==> src/rtl/nebula_axil_master.sv <==
// Single-outstanding AXI-Lite master: converts a request/response command stream into
// AXI-Lite transactions, with a bus timeout and a saturating error counter.
module nebula_axil_master #(
  parameter int ADDR_W  = 32,
  parameter int DATA_W  = 32,
  parameter int TIMEOUT = 256
) (
  input  logic                clk_i,
  input  logic                rst_i,
  input  logic                req_valid_i,
  output logic                req_ready_o,
  input  logic                req_we_i,
  input  logic [ADDR_W-1:0]   req_addr_i,
  input  logic [DATA_W-1:0]   req_wdata_i,
  input  logic [DATA_W/8-1:0] req_strb_i,
  output logic                rsp_valid_o,
  input  logic                rsp_ready_i,
  output logic [DATA_W-1:0]   rsp_rdata_o,
  output logic                rsp_err_o,
  output logic                rsp_timeout_o,
  output logic                m_aw_valid_o,
  input  logic                m_aw_ready_i,
  output logic [ADDR_W-1:0]   m_aw_addr_o,
  output logic [DATA_W-1:0]   m_aw_data_o,
  output logic [DATA_W/8-1:0] m_aw_strb_o,
  output logic                m_ar_valid_o,
  input  logic                m_ar_ready_i,
  output logic [ADDR_W-1:0]   m_ar_addr_o,
  input  logic                m_b_valid_i,
  output logic                m_b_ready_o,
  input  logic [1:0]          m_b_resp_i,
  input  logic                m_r_valid_i,
  output logic                m_r_ready_o,
  input  logic [DATA_W-1:0]   m_r_data_i,
  input  logic [1:0]          m_r_resp_i,
  output logic [15:0]         err_cnt_o
);

  localparam logic [2:0] IDLE    = 3'd0;
  localparam logic [2:0] WR_ADDR = 3'd1;
  localparam logic [2:0] RD_ADDR = 3'd2;
  localparam logic [2:0] WR_RESP = 3'd3;
  localparam logic [2:0] RD_RESP = 3'd4;
  localparam logic [2:0] DONE    = 3'd5;

  localparam int              TW       = (TIMEOUT > 2) ? $clog2(TIMEOUT) : 1;
  localparam logic [TW-1:0]   TLAST    = (TIMEOUT > 0) ? TW'(TIMEOUT - 1) : '0;
  localparam logic [DATA_W-1:0] TMO_DATA = DATA_W'(32'hDEAD_BEEF);

  logic [2:0]          state_q, state_d;
  logic [ADDR_W-1:0]   addr_q, addr_d;
  logic [DATA_W-1:0]   wdata_q, wdata_d;
  logic [DATA_W/8-1:0] strb_q, strb_d;
  logic [TW-1:0]       timer_q, timer_d;
  logic [DATA_W-1:0]   rdata_q, rdata_d;
  logic                err_q, err_d;
  logic                tmo_q, tmo_d;
  logic [15:0]         err_cnt_q, err_cnt_d;
  logic                expire;
  logic                enter_err;

  assign expire = (TIMEOUT != 0) && (timer_q == TLAST);

  always_comb begin
    state_d   = state_q;
    addr_d    = addr_q;
    wdata_d   = wdata_q;
    strb_d    = strb_q;
    timer_d   = timer_q;
    rdata_d   = rdata_q;
    err_d     = err_q;
    tmo_d     = tmo_q;
    enter_err = 1'b0;
    case (state_q)
      IDLE: begin
        timer_d = '0;
        if (req_valid_i) begin
          addr_d  = req_addr_i & ~ADDR_W'(3);
          wdata_d = req_wdata_i;
          strb_d  = req_strb_i;
          state_d = req_we_i ? WR_ADDR : RD_ADDR;
        end
      end
      // A handshake in the expiry cycle takes priority over the timeout.
      WR_ADDR, RD_ADDR: begin
        timer_d = timer_q + 1'b1;
        if ((state_q == WR_ADDR) ? m_aw_ready_i : m_ar_ready_i) begin
          state_d = (state_q == WR_ADDR) ? WR_RESP : RD_RESP;
        end else if (expire) begin
          state_d   = DONE;
          rdata_d   = TMO_DATA;
          err_d     = 1'b1;
          tmo_d     = 1'b1;
          enter_err = 1'b1;
        end
      end
      WR_RESP: begin
        timer_d = timer_q + 1'b1;
        if (m_b_valid_i) begin
          state_d   = DONE;
          rdata_d   = '0;
          err_d     = (m_b_resp_i != 2'b00);
          tmo_d     = 1'b0;
          enter_err = (m_b_resp_i != 2'b00);
        end else if (expire) begin
          state_d   = DONE;
          rdata_d   = TMO_DATA;
          err_d     = 1'b1;
          tmo_d     = 1'b1;
          enter_err = 1'b1;
        end
      end
      RD_RESP: begin
        timer_d = timer_q + 1'b1;
        if (m_r_valid_i) begin
          state_d   = DONE;
          rdata_d   = m_r_data_i;
          err_d     = (m_r_resp_i != 2'b00);
          tmo_d     = 1'b0;
          enter_err = (m_r_resp_i != 2'b00);
        end else if (expire) begin
          state_d   = DONE;
          rdata_d   = TMO_DATA;
          err_d     = 1'b1;
          tmo_d     = 1'b1;
          enter_err = 1'b1;
        end
      end
      DONE: begin
        if (rsp_ready_i) begin
          state_d = IDLE;
        end
      end
      default: state_d = IDLE;
    endcase
  end

  always_comb begin
    err_cnt_d = err_cnt_q;
    if (enter_err && (err_cnt_q != 16'hFFFF)) begin
      err_cnt_d = err_cnt_q + 16'd1;
    end
  end

  always_ff @(posedge clk_i or posedge rst_i) begin
    if (rst_i) begin
      state_q   <= IDLE;
      addr_q    <= '0;
      wdata_q   <= '0;
      strb_q    <= '0;
      timer_q   <= '0;
      rdata_q   <= '0;
      err_q     <= 1'b0;
      tmo_q     <= 1'b0;
      err_cnt_q <= '0;
    end else begin
      state_q   <= state_d;
      addr_q    <= addr_d;
      wdata_q   <= wdata_d;
      strb_q    <= strb_d;
      timer_q   <= timer_d;
      rdata_q   <= rdata_d;
      err_q     <= err_d;
      tmo_q     <= tmo_d;
      err_cnt_q <= err_cnt_d;
    end
  end

  // Everything is decoded from the state register so an async reset clears the bus at once.
  assign req_ready_o   = (state_q == IDLE);
  assign m_aw_valid_o  = (state_q == WR_ADDR);
  assign m_ar_valid_o  = (state_q == RD_ADDR);
  assign m_b_ready_o   = (state_q == WR_RESP);
  assign m_r_ready_o   = (state_q == RD_RESP);
  assign rsp_valid_o   = (state_q == DONE);

  assign m_aw_addr_o   = m_aw_valid_o ? addr_q  : '0;
  assign m_aw_data_o   = m_aw_valid_o ? wdata_q : '0;
  assign m_aw_strb_o   = m_aw_valid_o ? strb_q  : '0;
  assign m_ar_addr_o   = m_ar_valid_o ? addr_q  : '0;
  assign rsp_rdata_o   = rsp_valid_o  ? rdata_q : '0;
  assign rsp_err_o     = rsp_valid_o  & err_q;
  assign rsp_timeout_o = rsp_valid_o  & tmo_q;
  assign err_cnt_o     = err_cnt_q;

endmodule

==> config.mk <==
export PLATFORM = sky130hd
export DESIGN_NAME = nebula_axil_master
export DESIGN_NICKNAME = d
export VERILOG_FILES = /design/src/rtl/nebula_axil_master.sv
export SDC_FILE = /design/constraint.sdc
export NUM_CORES = 1
export LEC_CHECK = 0
export CORE_UTILIZATION = 45
export CTS_BUF_LIST = sky130_fd_sc_hd__clkbuf_2 sky130_fd_sc_hd__clkbuf_4 sky130_fd_sc_hd__clkbuf_8
export DETAILED_ROUTE_END_ITERATION = 10
export PLACE_DENSITY = 0.84
export SYNTH_ARGS = -nofsm -noshare
export SYNTH_HDL_FRONTEND = slang
export SYNTH_SLANG_ARGS = --single-unit
==> constraint.sdc <==
create_clock -name clk_i -period 10.2 [get_ports clk_i]
set_input_delay 1.02 -clock clk_i [delete_from_list [all_inputs] [get_ports clk_i]]
set_output_delay 1.02 -clock clk_i [all_outputs]
set_load 0.005 [all_outputs]
==> out/qor.yml, run 1 <==
grt_pass1_vias: 5424
ys_warn_count: 0
cts_sinks: 127
seqPwrFrac_pct: 38.3
rsz0062_at_grt: "no"
tns_ns: 0
crit_type: "flop to output port"
reg2reg_to: "wdata_q[18]$_DFFE_PP0P_"
num-fill-cells: 1034
crit_buf_inv: 1
clock_path_buffers: 2
setup_slack_ns: 6.05
path_clk_slew_ns: 0.07
drive_gt1_share_pct: 14.6
grt_start_max_net_pins: 81
cts-resized-gates: 0
crit_arrival_ns: 3.13
timing.hold.worst.class: "flop to flop"
synth-seq-cells: 127
grt_overflow_total: 0
dr.pass1.iters: 5
setup_viol: 0
route.antenna.remaining_nets: 0
power.density_nw_per_um2: 242
cp-end-kind: "output port"
worst-r2r-cell-count: 4
synth_edf_count: 0
n_antenna_cell: 0
dieArea_um2: 14600
ys_seq_area_share_pct: 50.1
power_frac_clock_pct: 17.8
vias: 5450
gp_congestion: 0.895
preCtsSetupSlack_ns: 6.52
cp_num_cells: 4
cpPeakStageDelay_ns: 0.90
power_switching_uw: 743
netSwitchingFraction_pct: 32.6
synth_top_flop_cell: "dfrtp_1"
crit_fanout: 67
pwr-share-comb_pct: 43.9
p_leak_nw: 3.97
dieWidth_um: 121
vias_per_cell: 5.25
drt_iter0_markers: 355
start_util_pct: 45.9
worstPathRequired_ns: 9.18
drc: 0
io_buffers: 262
timing.rr.start: "state_q[1]$_DFFE_PP0P_"
synthArstFlopShare_pct: 100
min_period_ns: 4.15
worstPathCellList: "nand2b_1 -> nor2_4 -> and2_1 -> clkdlybuf4s50_1"
netlist_instances: 600
worst_slew_pin_slew_ns: 1.14
fin_skew_ns: 0.0107
clk_latency_ns: 0.44
cts_tree: "yes"
ctsHoldBuffers: 0
p_int_mw: 1.54
avgSynthCellArea_um2: 10.6
syn_area_um2: 6350
h-tree-depth: 4
die_h_um: 121
critPathTopFamily: "simple AND/OR/NAND/NOR gates"
placed_cell_area_um2: 9040
fin_nets: 961
area_delta_synth_final_pct: 48.2
utilization_pct: 68.1
drv_slew: 0
rows: 43
relSlewSlack_pct: 24.3
finalCritPeriodShare_pct: 40.7
core_region_area_um2: 13800
cap_violations: 0
antenna_found_initial: 0
outcome: "completed"
critPathLaunch: "state_q[0]$_DFFE_PP0P_"
global_route.usage.total_pct: 24.2
start_kind: "flop"
total_power_mw: 2.28
r2r_slack_ns: 7.40
cts_root_buffer: "clkbuf_8"
hpwl_mm: 12.6
worst_path_max_delay_cell: "nor2_4"
drt-wirelength-per-cell_um: 16.7
hold_violations: 0
crit_end: "m_aw_addr_o[12]"
yosysUniqueCellTypes: 46
grt_pass1_wl_mm: 27.3
fmax_mhz: 241
finalInstanceArea_um2: 9410
postCtsSetupBuffers: 0
num_io_pins: 269
cts_buffers: 17
wirelength_mm: 17.4
peakVddDrop_mv: 0.168
cell usage after synthesis (3+ instances only):
| cell | count | area, um^2 |
|---|---|---|
| dfrtp_1 | 127 | 3180 |
| buf_6 | 5 | 56.3 |
| o22ai_1 | 3 | 18.8 |
| mux2_2 | 71 | 800 |
| nand2_1 | 37 | 139 |
| nand3_1 | 6 | 30.0 |
| nor2_1 | 23 | 86.3 |
| xor2_1 | 17 | 149 |
| o21ai_0 | 30 | 150 |
| nor3b_1 | 3 | 22.5 |
| buf_2 | 6 | 30.0 |
| nor3_1 | 10 | 50.1 |
| a21oi_1 | 33 | 165 |
| a22o_1 | 8 | 70.1 |
| and3_1 | 5 | 31.3 |
| and2_1 | 132 | 826 |
| nand2b_1 | 6 | 37.5 |
| inv_1 | 6 | 22.5 |
| clkbuf_1 | 26 | 97.6 |
| buf_4 | 6 | 45.0 |
| nand4_1 | 4 | 25.0 |
| nor4_2 | 4 | 50.1 |
metrics by stage:
stage,hold WS (ns),cells
2_1_floorplan,0.454,603
3_3_place_gp,0.470,1007
3_5_place_dp,0.478,1007
4_1_cts,0.498,1039
5_1_grt,0.503,1039
6_report,0.493,1039
per-layer routing:
metal  up-vias  routed length [um]  GRT usage (%)
met5         -                   0              0
met4         0                 444           10.4
met3        34                 975           7.36
met2       176                9000           40.9
met1      2715                6940           28.4
li1       2525                   -              -
worst min-delay path: stages, from the launching register on:
cell,delay (ns)
dfrtp_1,0.34
a21oi_1,0.04
nor2_1,0.07
cell usage in the layout, fill, tap and decap left out, types with 2 or more instances in the layout:
cell type	synthesis	final
nor4_2	4	4
a211oi_1	2	2
conb_1	1	4
or2_2	2	2
inv_1	6	5
clkbuf_8	0	20
a22o_1	8	8
and2_1	132	131
clkinvlp_4	0	4
a31oi_1	2	2
nand4_1	4	4
ha_1	2	2
clkdlybuf4s50_1	0	262
and3_1	5	5
clkinv_2	0	6
o22ai_1	3	3
a21oi_1	33	33
nand2b_1	6	6
dfrtp_1	127	127
o22ai_2	2	2
nand3_1	6	6
xor2_1	17	17
buf_4	6	6
o21ai_0	30	30
nor4b_1	2	2
nor2_1	23	22
mux2_2	71	71
or3_1	2	2
nor3b_1	3	2
nand2_1	37	37
nor3_1	10	10
logic make-up (layout without fill, tap and decap cells):
| group | after synthesis | after routing | synth area share, % |
|---|---|---|---|
| AO/OA/AOI/OAI | 89 | 89 | 8.28 |
| XOR/XNOR | 17 | 17 | 2.35 |
| adder cells (fa/ha/maj) | 2 | 2 | 0.394 |
| buffers and inverters | 50 | 306 | 4.04 |
| flip-flops | 127 | 127 | 50.1 |
| multiplexers | 71 | 71 | 12.6 |
| other | 1 | 4 | 0.0591 |
| AND/OR/NAND/NOR | 243 | 243 | 22.2 |
power groups by stage:
stage	clock, mW	sequential (mW)	combinational, mW
after global placement	0	0.861	0.974
after detailed placement	0	0.880	1.01
after CTS	0.417	0.872	1.01
after floorplan	0	0.811	0.567
after global routing	0.437	0.904	1.08
final	0.405	0.873	1.00
final cells by class:
| class | instances | area [um^2] | share of cell area, % |
|---|---|---|---|
| well taps | 180 | 225 | 2.39 |
| clock inverters | 11 | 90.1 | 0.957 |
| repair buffers | 268 | 2670 | 28.3 |
| inverters | 6 | 25.0 | 0.266 |
| flip-flops and latches | 127 | 3180 | 33.8 |
| clock buffers | 21 | 283 | 3.00 |
| multi-input cells | 426 | 2940 | 31.3 |
worst min-delay path by stage:
stage	start	endpoint	slack [ns]	cells after the start
3_5_place_dp	rdata_q[17]$_DFFE_PP0P_	rdata_q[17]$_DFFE_PP0P_	0.48	1
3_3_place_gp	tmo_q$_DFFE_PP0P_	tmo_q$_DFFE_PP0P_	0.47	2
2_1_floorplan	tmo_q$_DFFE_PP0P_	tmo_q$_DFFE_PP0P_	0.45	2
6_report	tmo_q$_DFFE_PP0P_	tmo_q$_DFFE_PP0P_	0.49	2
4_1_cts	rdata_q[17]$_DFFE_PP0P_	rdata_q[17]$_DFFE_PP0P_	0.50	1
5_1_grt	rdata_q[17]$_DFFE_PP0P_	rdata_q[17]$_DFFE_PP0P_	0.50	1
flip-flops by register name (all words and copies together), names as in the netlist:
register   flops
strb_q         4
timer_q        8
state_q        3
addr_q        30
err_cnt_o     16
err_q          1
wdata_q       32
rdata_q       32
tmo_q          1
Note: power is estimated with default switching activity, not from simulation.
==> run 2, diff against run 1 <==
Settings changed: CORE_UTILIZATION 45 to 40, PLACE_DENSITY 0.84 to 0.79.
Clock period 10.2 ns to 3.78 ns, I/O delays scaled along.
==> run 2 against run 1 <==
Die area increased by 12%. Setup slack got worse by 5.4 ns. Worst hold slack worse by 0.097 ns. Sequential cell count unchanged. Total power rose to 2.7 times the previous value.
==> out/qor.yml, run 2 (synthesis results as in run 1) <==
outcome: "completed"
route.antenna.remaining_nets: 0  # unchanged
grt_pass1_wl_mm: 27.3  # +0.23%
r2r_slack_ns: 1.36  # -6.04 ns
pwr-share-comb_pct: 44.4  # +0.5 points
hpwl_mm: 12.2  # -2.7%
ctsHoldBuffers: 0  # unchanged
cp-end-kind: "output port"
h-tree-depth: 4  # unchanged
tns_ns: 0  # unchanged
crit_fanout: 30  # -55%
total_power_mw: 6.26  # +170%
dieWidth_um: 128  # +6.0%
core_region_area_um2: 15400  # +11%
clock_path_buffers: 2  # unchanged
fin_skew_ns: 0.0135  # +0.00276 ns
rows: 45  # +4.7%
postCtsSetupBuffers: 0  # unchanged
io_buffers: 262  # unchanged
n_antenna_cell: 0  # unchanged
final_cell_mix: "clkdlybuf4s50_1, and2_1, dfrtp_1, mux2_2, nand2_1"
timing.hold.worst.class: "input port to asynchronous set/reset pin"
drc: 0  # unchanged
dr.pass1.iters: 4  # -1
top_regs: "rdata_q (32), wdata_q (32), addr_q (30)"
cts_buffers: 17  # unchanged
rsz0062_at_grt: "no"
crit_type: "flop to output port"
path_clk_slew_ns: 0.08  # about the same
grt_overflow_total: 0  # unchanged
final_common_cell: "clkdlybuf4s50_1"
drt_iter0_markers: 200  # -44%
min_period_ns: 3.10
peakVddDrop_mv: 0.372  # +120%
cts-resized-gates: 0  # unchanged
finalCritPeriodShare_pct: 82.0
num_io_pins: 269  # unchanged
drt-wirelength-per-cell_um: 15.9  # -5.0%
start_util_pct: 41.3  # -4.6 points
power.density_nw_per_um2: 654  # +170%
die_h_um: 128  # +6.0%
gp_congestion: 0.801  # -10%
critPathTopFamily: "simple AND/OR/NAND/NOR gates"
power_switching_mw: 1.99  # +170%
p_int_mw: 4.27  # +180%
dp_cells: 1049  # +4.2%
drive_gt1_share_pct: 15.4  # +0.87 points
worst_slew_pin_slew_ns: 0.796  # -0.340 ns
hold_violations: 0  # unchanged
seqPwrFrac_pct: 37.0  # -1.3 points
worst_path_max_delay_cell: "dfrtp_1"
crit_arrival_ns: 2.72  # -0.41 ns
drv_slew: 0  # unchanged
dieArea_um2: 16400  # +12%
grt_start_max_net_pins: 58  # -28%
netSwitchingFraction_pct: 31.8  # -0.83 points
cpPeakStageDelay_ns: 0.55  # -0.35 ns
cts_tree: "yes"
cts_sinks: 127  # unchanged
wirelength_mm: 17.1  # -1.3%
utilization_pct: 62.3  # -5.7 points
fin_cells: 1080  # +3.9%
antenna_found_initial: 0  # unchanged
relSlewSlack_pct: 46.9  # +23 points
vias: 5287  # -3.0%
start_kind: "flop"
worstPathCellList: "nand2b_1 -> nor2_4 -> buf_4 -> and2_1 -> clkdlybuf4s50_1"
global_route.usage.total_pct: 21.6  # -2.6 points
cts_root_buffer: "clkbuf_8"
vias_per_cell: 4.90  # -6.7%
power_frac_clock_pct: 18.6  # +0.8 points
cap_violations: 0  # unchanged
clk_latency_ns: 0.44  # about the same
p_leak_nw: 4.05  # +2.0%
crit_buf_inv: 2  # +1
area_delta_synth_final_pct: 50.9
grt_pass1_vias: 5363  # -1.1%
fin_nets: 972  # +1.1%
setup_viol: 0  # unchanged
num-fill-cells: 1318  # +27%
fmax_mhz: 323
worstPathRequired_ns: 3.40  # -5.78 ns
run 2: power by group through the flow:
stage	Combinational (mW)	Clock (mW)	Sequential, mW
5_1_grt	3.03	1.26	2.41
3_3_place_gp	2.75	0	2.31
6_report	2.78	1.17	2.32
4_1_cts	2.81	1.21	2.32
2_1_floorplan	1.53	0	2.19
3_5_place_dp	2.80	0	2.34
run 2: stage by stage:
| stage | setup WS (ns) | hold WS [ns] | area (um^2) |
|---|---|---|---|
| after CTS | 0.569 | 0.386 | 9580 |
| final | 0.681 | 0.396 | 9580 |
| after floorplan | 0.0177 | 0.454 | 6360 |
| after detailed placement | 1.07 | 0.474 | 9190 |
| after global routing | 0.381 | 0.429 | 9580 |
| after global placement | 1.11 | 0.469 | 9190 |
run 2: layout make-up:
cell class,count,area (um^2),share of cell area [%]
Inverter,6,25.0,0.261
Clock inverter,10,113,1.18
Timing Repair Buffer,279,2790,29.1
Clock buffer,21,277,2.89
Tap cell,211,264,2.75
Multi-Input combinational cell,426,2940,30.7
Sequential cell,127,3180,33.2
run 2: layer usage:
layer | share of wire (%) | vias to the layer above | global-route usage (%)
li1 | - | 2539 | -
met1 | 41 | 2563 | 26.0
met2 | 51 | 162 | 36.7
met3 | 5.8 | 23 | 6.59
met4 | 1.8 | 0 | 7.75
met5 | 0 | - | 0
run 2: worst reg2reg max path: stages (launching register included):
cell and delay [ns]:
dfrtp_1 0.42, ha_1 0.19, nand3_1 0.12, or4_4 0.60
nor3_4 0.53, nor2_1 0.15, mux2_2 0.31
run 2: final timing paths:
kind	startpoint	endpoint	cells after the start
setup / recovery	state_q[2]$_DFFE_PP0P_	m_aw_data_o[11]	5
hold / removal	rst_i	err_cnt_o[9]$_DFFE_PP0P_	2
setup reg to reg	err_cnt_o[0]$_DFFE_PP0P_	err_cnt_o[1]$_DFFE_PP0P_	6
hold reg to reg	tmo_q$_DFFE_PP0P_	tmo_q$_DFFE_PP0P_	2
max in group asynchronous	rst_i	state_q[1]$_DFFE_PP0P_	3
min in group clk_i	m_r_data_i[12]	rdata_q[12]$_DFFE_PP0P_	3
==> run 3, diff against run 2 <==
Settings changed: CORE_UTILIZATION 40 to 44, PLACE_DENSITY 0.79 to 0.83.
Clock period 3.78 ns to 2.95 ns, I/O delays scaled along.
==> run 3 against run 2 <==
Cell count down 3.1%. Sequential share of layout area down 0.082 points. Clock-buffer cell count down 2. Global-route usage up 2.6 points. Largest cell class unchanged. Critical endpoint is now rsp_rdata_o[28]. Clock skew down 0.0047 ns. Largest power group unchanged.
==> out/qor.yml, run 3 (synthesis results as in run 1) <==
drive_gt1_share_pct: 15.3  # -0.16 points
crit_buf_inv: 2  # unchanged
cp-end-kind: "output port"
rsz0062_at_grt: "no"
cap_violations: 0  # unchanged
path_clk_slew_ns: 0.08  # about the same
final_common_cell: "clkdlybuf4s50_1"
start_util_pct: 45.4  # +4.1 points
wirelength_mm: 17.5  # +2.0%
min_period_ns: 2.75
drt_iter0_markers: 353  # +77%
hold_violations: 0  # unchanged
start_kind: "flop"
crit_type: "flop to output port"
p_leak_nw: 4.05  # +0.18%
io_buffers: 262  # unchanged
hpwl_mm: 12.7  # +3.6%
met2_usage_pct: 41.2  # +4.5 points
antenna_found_initial: 1  # +1
rows: 43  # -4.4%
num_io_pins: 269  # unchanged
vias_per_cell: 5.09  # +4.0%
ctsHoldBuffers: 0  # unchanged
grt_busiest_layer: "met2"
tns_ns: 0  # unchanged
worst_path_max_delay_cell: "dfrtp_1"
crit_fanout: 35  # +17%
timing.hold.worst.class: "input port to asynchronous set/reset pin"
h-tree-depth: 4  # unchanged
worstPathRequired_ns: 2.65  # -0.75 ns
dieArea_um2: 14900  # -8.9%
total_power_mw: 8.31  # +33%
grt_pass1_vias: 5376  # +0.24%
fmax_mhz: 364
area_delta_synth_final_pct: 51.4
vias: 5325  # +0.72%
relSlewSlack_pct: 52.2  # +5.3 points
fin_skew_ns: 0.00876  # -0.00474 ns
cpPeakStageDelay_ns: 0.58  # +0.03 ns
cts-resized-gates: 0  # unchanged
crit_arrival_ns: 2.45  # -0.27 ns
clk_latency_ns: 0.43  # about the same
worst_slew_pin_slew_ns: 0.717  # -0.0797 ns
dieWidth_um: 122  # -4.6%
setup_viol: 0  # unchanged
global_route.usage.total_pct: 24.3  # +2.6 points
dr.pass1.iters: 5  # +1
grtUsageMet3_pct: 7.82  # +1.2 points
core_region_area_um2: 14000  # -9.0%
gp_congestion: 0.872  # +8.9%
finalCritPeriodShare_pct: 93.2
postCtsSetupBuffers: 0  # unchanged
final_cell_mix: "clkdlybuf4s50_1, and2_1, dfrtp_1, mux2_2, nand2_1"
cts_buffers: 17  # unchanged
fin_nets: 967  # -0.51%
cts_root_buffer: "clkbuf_8"
clock_path_buffers: 2  # unchanged
setup_slack_ns: 0.200  # -0.481 ns
outcome: "completed"
met1_usage_pct: 28.0  # +2.0 points
cts_tree: "yes"
grt_start_max_net_pins: 109  # +88%
peakVddDrop_mv: 0.629  # +69%
drv_slew: 0  # unchanged
die_h_um: 122  # -4.6%
top_regs: "rdata_q (32), wdata_q (32), addr_q (30)"
grt_pass1_wl_mm: 27.4  # +0.35%
drc: 0  # unchanged
route.antenna.remaining_nets: 0  # unchanged
critPathTopFamily: "buffers and inverters"
grt_overflow_total: 0  # unchanged
preCtsSetupSlack_ns: 0.503  # -0.572 ns
power.density_nw_per_um2: 865  # +32%
worstPathCellList: "nand2b_1 -> nor2_1 -> buf_4 -> and2_1 -> clkdlybuf4s50_1"
drt-wirelength-per-cell_um: 16.7  # +5.3%
cts_sinks: 127  # unchanged
## run 3: cell count changes in the layout (fill, tap and decap cells not counted), sizes merged
| cell | before | now |
|---|---|---|
| diode | 0 | 1 |
| buf | 17 | 12 |
| inv | 7 | 6 |
| clkinvlp | 2 | 3 |
| bufinv | 2 | 5 |
| clkbuf | 21 | 19 |
## run 3: worst paths after layout
check	startpoint	end	slack [ns]	cells after the start
worst min register to register	rdata_q[17]$_DFFE_PP0P_	rdata_q[17]$_DFFE_PP0P_	0.50	1
min in group clk_i	m_r_data_i[16]	rdata_q[16]$_DFFE_PP0P_	0.41	3
worst min-delay path	rst_i	err_cnt_o[4]$_DFFE_PP0P_	0.22	2
max in group asynchronous	rst_i	state_q[0]$_DFFE_PP0P_	1.83	3
worst max register to register	state_q[1]$_DFFE_PP0P_	err_cnt_o[14]$_DFFE_PP0P_	0.50	7
worst max-delay path	state_q[1]$_DFFE_PP0P_	rsp_rdata_o[28]	0.20	5
## run 3: power by group
group	switching [mW]	internal (mW)
combinational	1.39	2.16
sequential	0.519	2.50
clock	0.693	1.05
## run 3: area by class of cell
cell class | instances | area (um^2)
Inverter | 6 | 26.3
Timing Repair Buffer | 274 | 2760
Fill cell | 1022 | 4380
Multi-Input combinational cell | 426 | 2940
Tap cell | 180 | 225
Sequential cell | 127 | 3180
Clock buffer | 19 | 262
Antenna cell | 1 | 2.50
Clock inverter | 13 | 210
## run 3: per-layer routing
metal  vias up  wire [um]
li1       2530          -
met1      2598       6700
met2       167       9220
met3        30       1170
met4         0        396
met5         -          0
## run 3: worst register-to-register path, cell delays in order, from the launching register on
cell	delay, ns
dfrtp_1	0.69
nor3b_2	0.26
buf_4	0.31
o2bb2ai_1	0.18
o22ai_2	0.11
buf_4	0.22
nor3_1	0.23
mux2_2	0.35
## run 3: stage by stage
step / util, % / area, um^2 / hold slack (ns) / std cells
after floorplan: - / 6360 / 0.412 / 603
after global placement: 65.3 / 9140 / 0.473 / 1013
after detailed placement: 65.3 / 9140 / 0.480 / 1013
after CTS: 68.7 / 9610 / 0.194 / 1045
after global routing: 68.7 / 9610 / 0.246 / 1046
final: 68.7 / 9610 / 0.222 / 1046
